File: src/rtl/sync_fifo_flagged.sv
// Single-clock FIFO for any depth >= 2, with occupancy count, almost-full/almost-empty
// thresholds, sticky overflow/underflow flags and a selectable first-word-fall-through read port.
module sync_fifo_flagged #(
  parameter int DATA_WIDTH = 8,
  parameter int DEPTH      = 8,
  parameter int AF_LEVEL   = DEPTH - 2,
  parameter int AE_LEVEL   = 1,
  parameter bit FWFT       = 1'b0
) (
  input  logic                         clk,
  input  logic                         rst,
  input  logic                         w_inc,
  input  logic [DATA_WIDTH-1:0]        wr_data,
  input  logic                         r_inc,
  input  logic                         clr_err,
  output logic [DATA_WIDTH-1:0]        rd_data,
  output logic                         rd_valid,
  output logic                         full,
  output logic                         empty,
  output logic                         almost_full,
  output logic                         almost_empty,
  output logic [$clog2(DEPTH+1)-1:0]   count,
  output logic                         overflow,
  output logic                         underflow
);

  localparam int CW = $clog2(DEPTH + 1);
  localparam int PW = (DEPTH > 1) ? $clog2(DEPTH) : 1;

  localparam logic [PW-1:0] LAST_IDX = PW'(DEPTH - 1);
  localparam logic [CW-1:0] FULL_LVL = CW'(DEPTH);
  localparam logic [CW-1:0] AF_LVL   = CW'(AF_LEVEL);
  localparam logic [CW-1:0] AE_LVL   = CW'(AE_LEVEL);

  logic [DATA_WIDTH-1:0] mem [DEPTH];
  logic [PW-1:0]         wr_ptr;
  logic [PW-1:0]         rd_ptr;
  logic [CW-1:0]         count_q;
  logic                  rd_acc;
  logic                  wr_acc;

  // Flags come only from the registered count, so no request input reaches a flag combinationally.
  assign count        = count_q;
  assign full         = (count_q == FULL_LVL);
  assign empty        = (count_q == '0);
  assign almost_full  = (count_q >= AF_LVL);
  assign almost_empty = (count_q <= AE_LVL);

  // A full FIFO still takes a write when the same cycle frees a slot.
  assign rd_acc = r_inc & ~empty;
  assign wr_acc = w_inc & (~full | rd_acc);

  // NOTE: sequential state uses non-blocking assignments so every register samples pre-edge values.
  always_ff @(posedge clk) begin
    if (rst) begin
      wr_ptr  <= '0;
      rd_ptr  <= '0;
      count_q <= '0;
    end else begin
      if (wr_acc) wr_ptr <= (wr_ptr == LAST_IDX) ? '0 : wr_ptr + PW'(1);
      if (rd_acc) rd_ptr <= (rd_ptr == LAST_IDX) ? '0 : rd_ptr + PW'(1);
      case ({wr_acc, rd_acc})
        2'b10:   count_q <= count_q + CW'(1);
        2'b01:   count_q <= count_q - CW'(1);
        default: count_q <= count_q;
      endcase
    end
  end

  // NOTE: the storage array has no reset; pointers and count define which entries are live.
  always_ff @(posedge clk) begin
    if (wr_acc && !rst) mem[wr_ptr] <= wr_data;
  end

  // Sticky error flags: a new error in the same cycle as clr_err keeps the flag set.
  always_ff @(posedge clk) begin
    if (rst) begin
      overflow  <= 1'b0;
      underflow <= 1'b0;
    end else begin
      if (w_inc && !wr_acc) overflow <= 1'b1;
      else if (clr_err)     overflow <= 1'b0;
      if (r_inc && empty)   underflow <= 1'b1;
      else if (clr_err)     underflow <= 1'b0;
    end
  end

  generate
    if (FWFT) begin : g_fwft
      assign rd_data  = mem[rd_ptr];
      assign rd_valid = ~empty;
    end else begin : g_reg
      logic [DATA_WIDTH-1:0] rd_data_q;
      logic                  rd_valid_q;

      always_ff @(posedge clk) begin
        if (rst) begin
          rd_data_q  <= '0;
          rd_valid_q <= 1'b0;
        end else begin
          rd_valid_q <= rd_acc;
          if (rd_acc) rd_data_q <= mem[rd_ptr];
        end
      end

      assign rd_data  = rd_data_q;
      assign rd_valid = rd_valid_q;
    end
  endgenerate

endmodule

File: config.mk
export PLATFORM = sky130hd
export DESIGN_NAME = sync_fifo_flagged
export DESIGN_NICKNAME = d
export VERILOG_FILES = /design/src/rtl/sync_fifo_flagged.sv
export SDC_FILE = /design/constraint.sdc
export NUM_CORES = 1
export LEC_CHECK = 0
export BUFFER_PORTS_ARGS = -buffer_cell sky130_fd_sc_hd__buf_2
export CORE_ASPECT_RATIO = 1.2
export CORE_MARGIN = 3
export CORE_UTILIZATION = 58
export CTS_CLUSTER_DIAMETER = 40
export CTS_CLUSTER_SIZE = 25
export DETAILED_ROUTE_END_ITERATION = 8
export PLACE_DENSITY = 0.88
export SETUP_SLACK_MARGIN = 0.15
export SLEW_MARGIN = 20
export SYNTH_ARGS = -nofsm -noshare
export SYNTH_HDL_FRONTEND = slang
export SYNTH_SLANG_ARGS = --single-unit
File: constraint.sdc
create_clock -name clk -period 3.4 [get_ports clk]
set_input_delay 0.68 -clock clk [delete_from_list [all_inputs] [get_ports clk]]
set_output_delay 0.68 -clock clk [all_outputs]
set_load 0.02 [all_outputs]
==> reports/results.txt <==
Seq/Total Area, Yosys -> 65.8%
Hold Crit Class -> reg2reg
Clock Tree Root -> clkbuf_8
DIE AREA -> 7110 µm²
vias -> 2,202
GRT Overall Usage -> 20.7%
slowest cell on the critical path -> or3b_2
final net count -> 316
crit start category -> flop
row cnt -> 30
synthesized area per cell -> 13.4 µm²
Reg-to-Reg End -> mem[7][0]$_DFFE_PP_
CP max FO -> 8
unrepaired setup endpoints after global routing -> no
port bufs -> 31
FMAX -> 393 MHz
status -> finished clean
initial core utilization -> 61.5%
crit path from -> count[1]$_SDFFE_PP0P_
worst hold stages -> 2
Final setup viols -> 0
Max-Cap Viols -> 0
largest net degree at the start of global routing -> 35
peak supply drop -> 0.284 mV
DPL Wire Length -> 4830 µm
Boundary Pins -> 32
clock buffer depth -> 2
Syn Nets -> 286
Relative slew margins -> 31.9%
Static Leak -> 1.37 nW
number of enable flip-flop cells after synthesis -> 64
Reg2Reg Depth -> 6
Critical Path RT -> 3.38 ns
Post-Route Skew -> 0.00633 ns
number of global-route vias before repair -> 2,142
CP Cell Sequence -> inv_1 -> ha_1 -> nand2b_2 -> o31ai_2 -> or3b_2 -> nor2_1
Area Growth Syn to Fin -> 11.3%
setup slack, reg-to-reg -> 0.86 ns
ys async rst share -> 0%
Mapped Cells -> 265
Period minus WS final -> 2.54 ns
PwrDens -> 626 nW/µm²
Slew @ Worst Pin -> 1.01 ns
drt wl/cell -> 17.9 µm
Finished Layout Cells -> 380
Worst setup EP type -> flop
TritonCTS buffer count -> 9
first-pass GRT wire length -> 10,900 µm
Final ANT Viol Nets -> 0
layout cell share with drive strength beyond 1 -> 17.3%
Setup TNS -> 0 ns
die width -> 77.5 µm
# DRC -> 0
WL final -> 6800 µm
Resized Gates After CTS -> 0
post-synthesis cell area -> 3560 µm²
Yosys cell types -> 38
Avg Vias per Cell -> 5.79
routability congestion estimate from global placement -> 0.853
post-synthesis sequential element count -> 85
Core ar. -> 5780 µm²
WS Path Type -> reg2reg
post-CTS setup buffer count -> 0
Critical Path End -> mem[7][0]$_DFFE_PP_
Final Cycle Share -> 74.8%
ant diodes -> 0
placed cells -> 364
Reg clk slew, reported paths -> 0.08 ns
CP arrival -> 2.52 ns
DRT iter0 DRCs -> 192
clock sinks -> 85
Final Max Tran Viols -> 0
first drt pass iteration count -> 4
Yosys warning count -> 0
DIE HEIGHT -> 91.8 µm
CP peak stage delay -> 0.53 ns
worst-skew pair later-pin latency -> 0.34 ns
Main synth FF type -> edfxtp_1
CTS H-tree depth -> 3
final hold viol count -> 0
Worst R2R Start -> count[1]$_SDFFE_PP0P_
initial antenna violation count -> 0
Hold-fix buffers, CTS -> 0
CTS tree -> done
GRT Residual Overflow -> 0
## worst min path at each step
stage | from | to | slack (ns)
after floorplan | rd_ptr[2]$_SDFFE_PP0P_ | rd_ptr[2]$_SDFFE_PP0P_ | 0.48
after global placement | overflow$_SDFFE_PP0P_ | overflow$_SDFFE_PP0P_ | 0.46
after detailed placement | overflow$_SDFFE_PP0P_ | overflow$_SDFFE_PP0P_ | 0.48
after CTS | overflow$_SDFFE_PP0P_ | overflow$_SDFFE_PP0P_ | 0.49
after global routing | overflow$_SDFFE_PP0P_ | overflow$_SDFFE_PP0P_ | 0.52
final | overflow$_SDFFE_PP0P_ | overflow$_SDFFE_PP0P_ | 0.48
## stage by stage
step	utilization [%]	total power [mW]	hold WS, ns	instance area, µm²	setup slack [ns]
global placement	65.2	1.80	0.461	3770	0.951
finish	68.5	2.48	0.483	3960	0.857
global route	68.5	2.61	0.524	3960	0.710
detailed placement	65.2	1.82	0.476	3770	0.865
CTS	68.5	2.49	0.488	3960	0.847
floorplan	-	1.65	0.482	3560	0.765
## cells in the final DEF (no fill, tap or decap), types with 5 or more instances in the layout
cell / Yosys / final
nor3_1: 6 / 6
ha_1: 8 / 8
mux2i_1: 33 / 33
nor2_1: 25 / 25
clkbuf_8: 0 / 9
dfxtp_1: 21 / 20
nand2_1: 9 / 9
buf_2: 6 / 31
edfxtp_1: 64 / 64
a22oi_1: 16 / 16
inv_1: 5 / 5
o21ai_0: 7 / 7
a21oi_1: 18 / 18
nand2b_1: 5 / 5
or3_1: 6 / 6
## cells in the mapped netlist (2+ instances only)
master,n,area share [%]
edfxtp_1,64,54
mux2i_1,33,9.3
nor2_1,25,2.6
dfxtp_1,21,12
a21oi_1,18,2.5
a22oi_1,16,3.4
nand2_1,9,0.95
ha_1,8,2.8
o21ai_0,7,0.98
buf_2,6,0.84
nor3_1,6,0.84
or3_1,6,1.1
clkbuf_1,5,0.53
inv_1,5,0.53
nand2b_1,5,0.88
buf_1,3,0.32
nand3b_1,3,0.63
nor2b_1,3,0.53
nand3_1,2,0.28
or3b_2,2,0.49
## final cells by class
type                       count  area, µm²
timing repair buffer          33        170
sequential                    85       2340
tap                           80        100
clock inverter                 7       65.1
multi-input combinational    161       1140
inverter                       5       18.8
clock buffer                   9        124
fill                         403       1820
## cells by family after synthesis
group                    synth area share, %
flip-flops                              65.8
AND/OR/NAND/NOR                         9.53
AO/OA/AOI/OAI                           9.74
multiplexers                            9.60
buffers and inverters                   2.22
adder cells (fa/ha/maj)                 2.81
XOR/XNOR                               0.246
## per-layer routing
| metal | share of wire (%) | track usage (%) |
|---|---|---|
| met1 | 41 | 25.3 |
| met4 | 1.0 | 8.61 |
| met2 | 53 | 35.5 |
| met3 | 4.8 | 4.52 |
| met5 | 0 | 0 |
## worst max-delay path: cells and delay by family (launching register included)
| kind | cells | cell delay (ns) |
|---|---|---|
| AND/OR/NAND/NOR | 3 | 1.21 |
| flip-flops | 1 | 0.45 |
| adder cells (fa/ha/maj) | 1 | 0.28 |
| AO/OA/AOI/OAI | 1 | 0.13 |
| buffers and inverters | 1 | 0.11 |
## state kept, by name, indices dropped and copies added (netlist names)
name,count
overflow,1
rd_valid,1
wr_ptr,3
mem,64
rd_ptr,3
rd_data,8
underflow,1
count,4
## report_power, final
group	total, mW	leakage [nW]	switching (mW)	internal, mW
registers	1.26	0.751	0.0776	1.18
logic	0.542	0.531	0.343	0.199
clock network	0.676	0.0884	0.342	0.334
total	2.48	1.37	0.763	1.71
No activity file was read; power rests on OpenSTA's default activity.
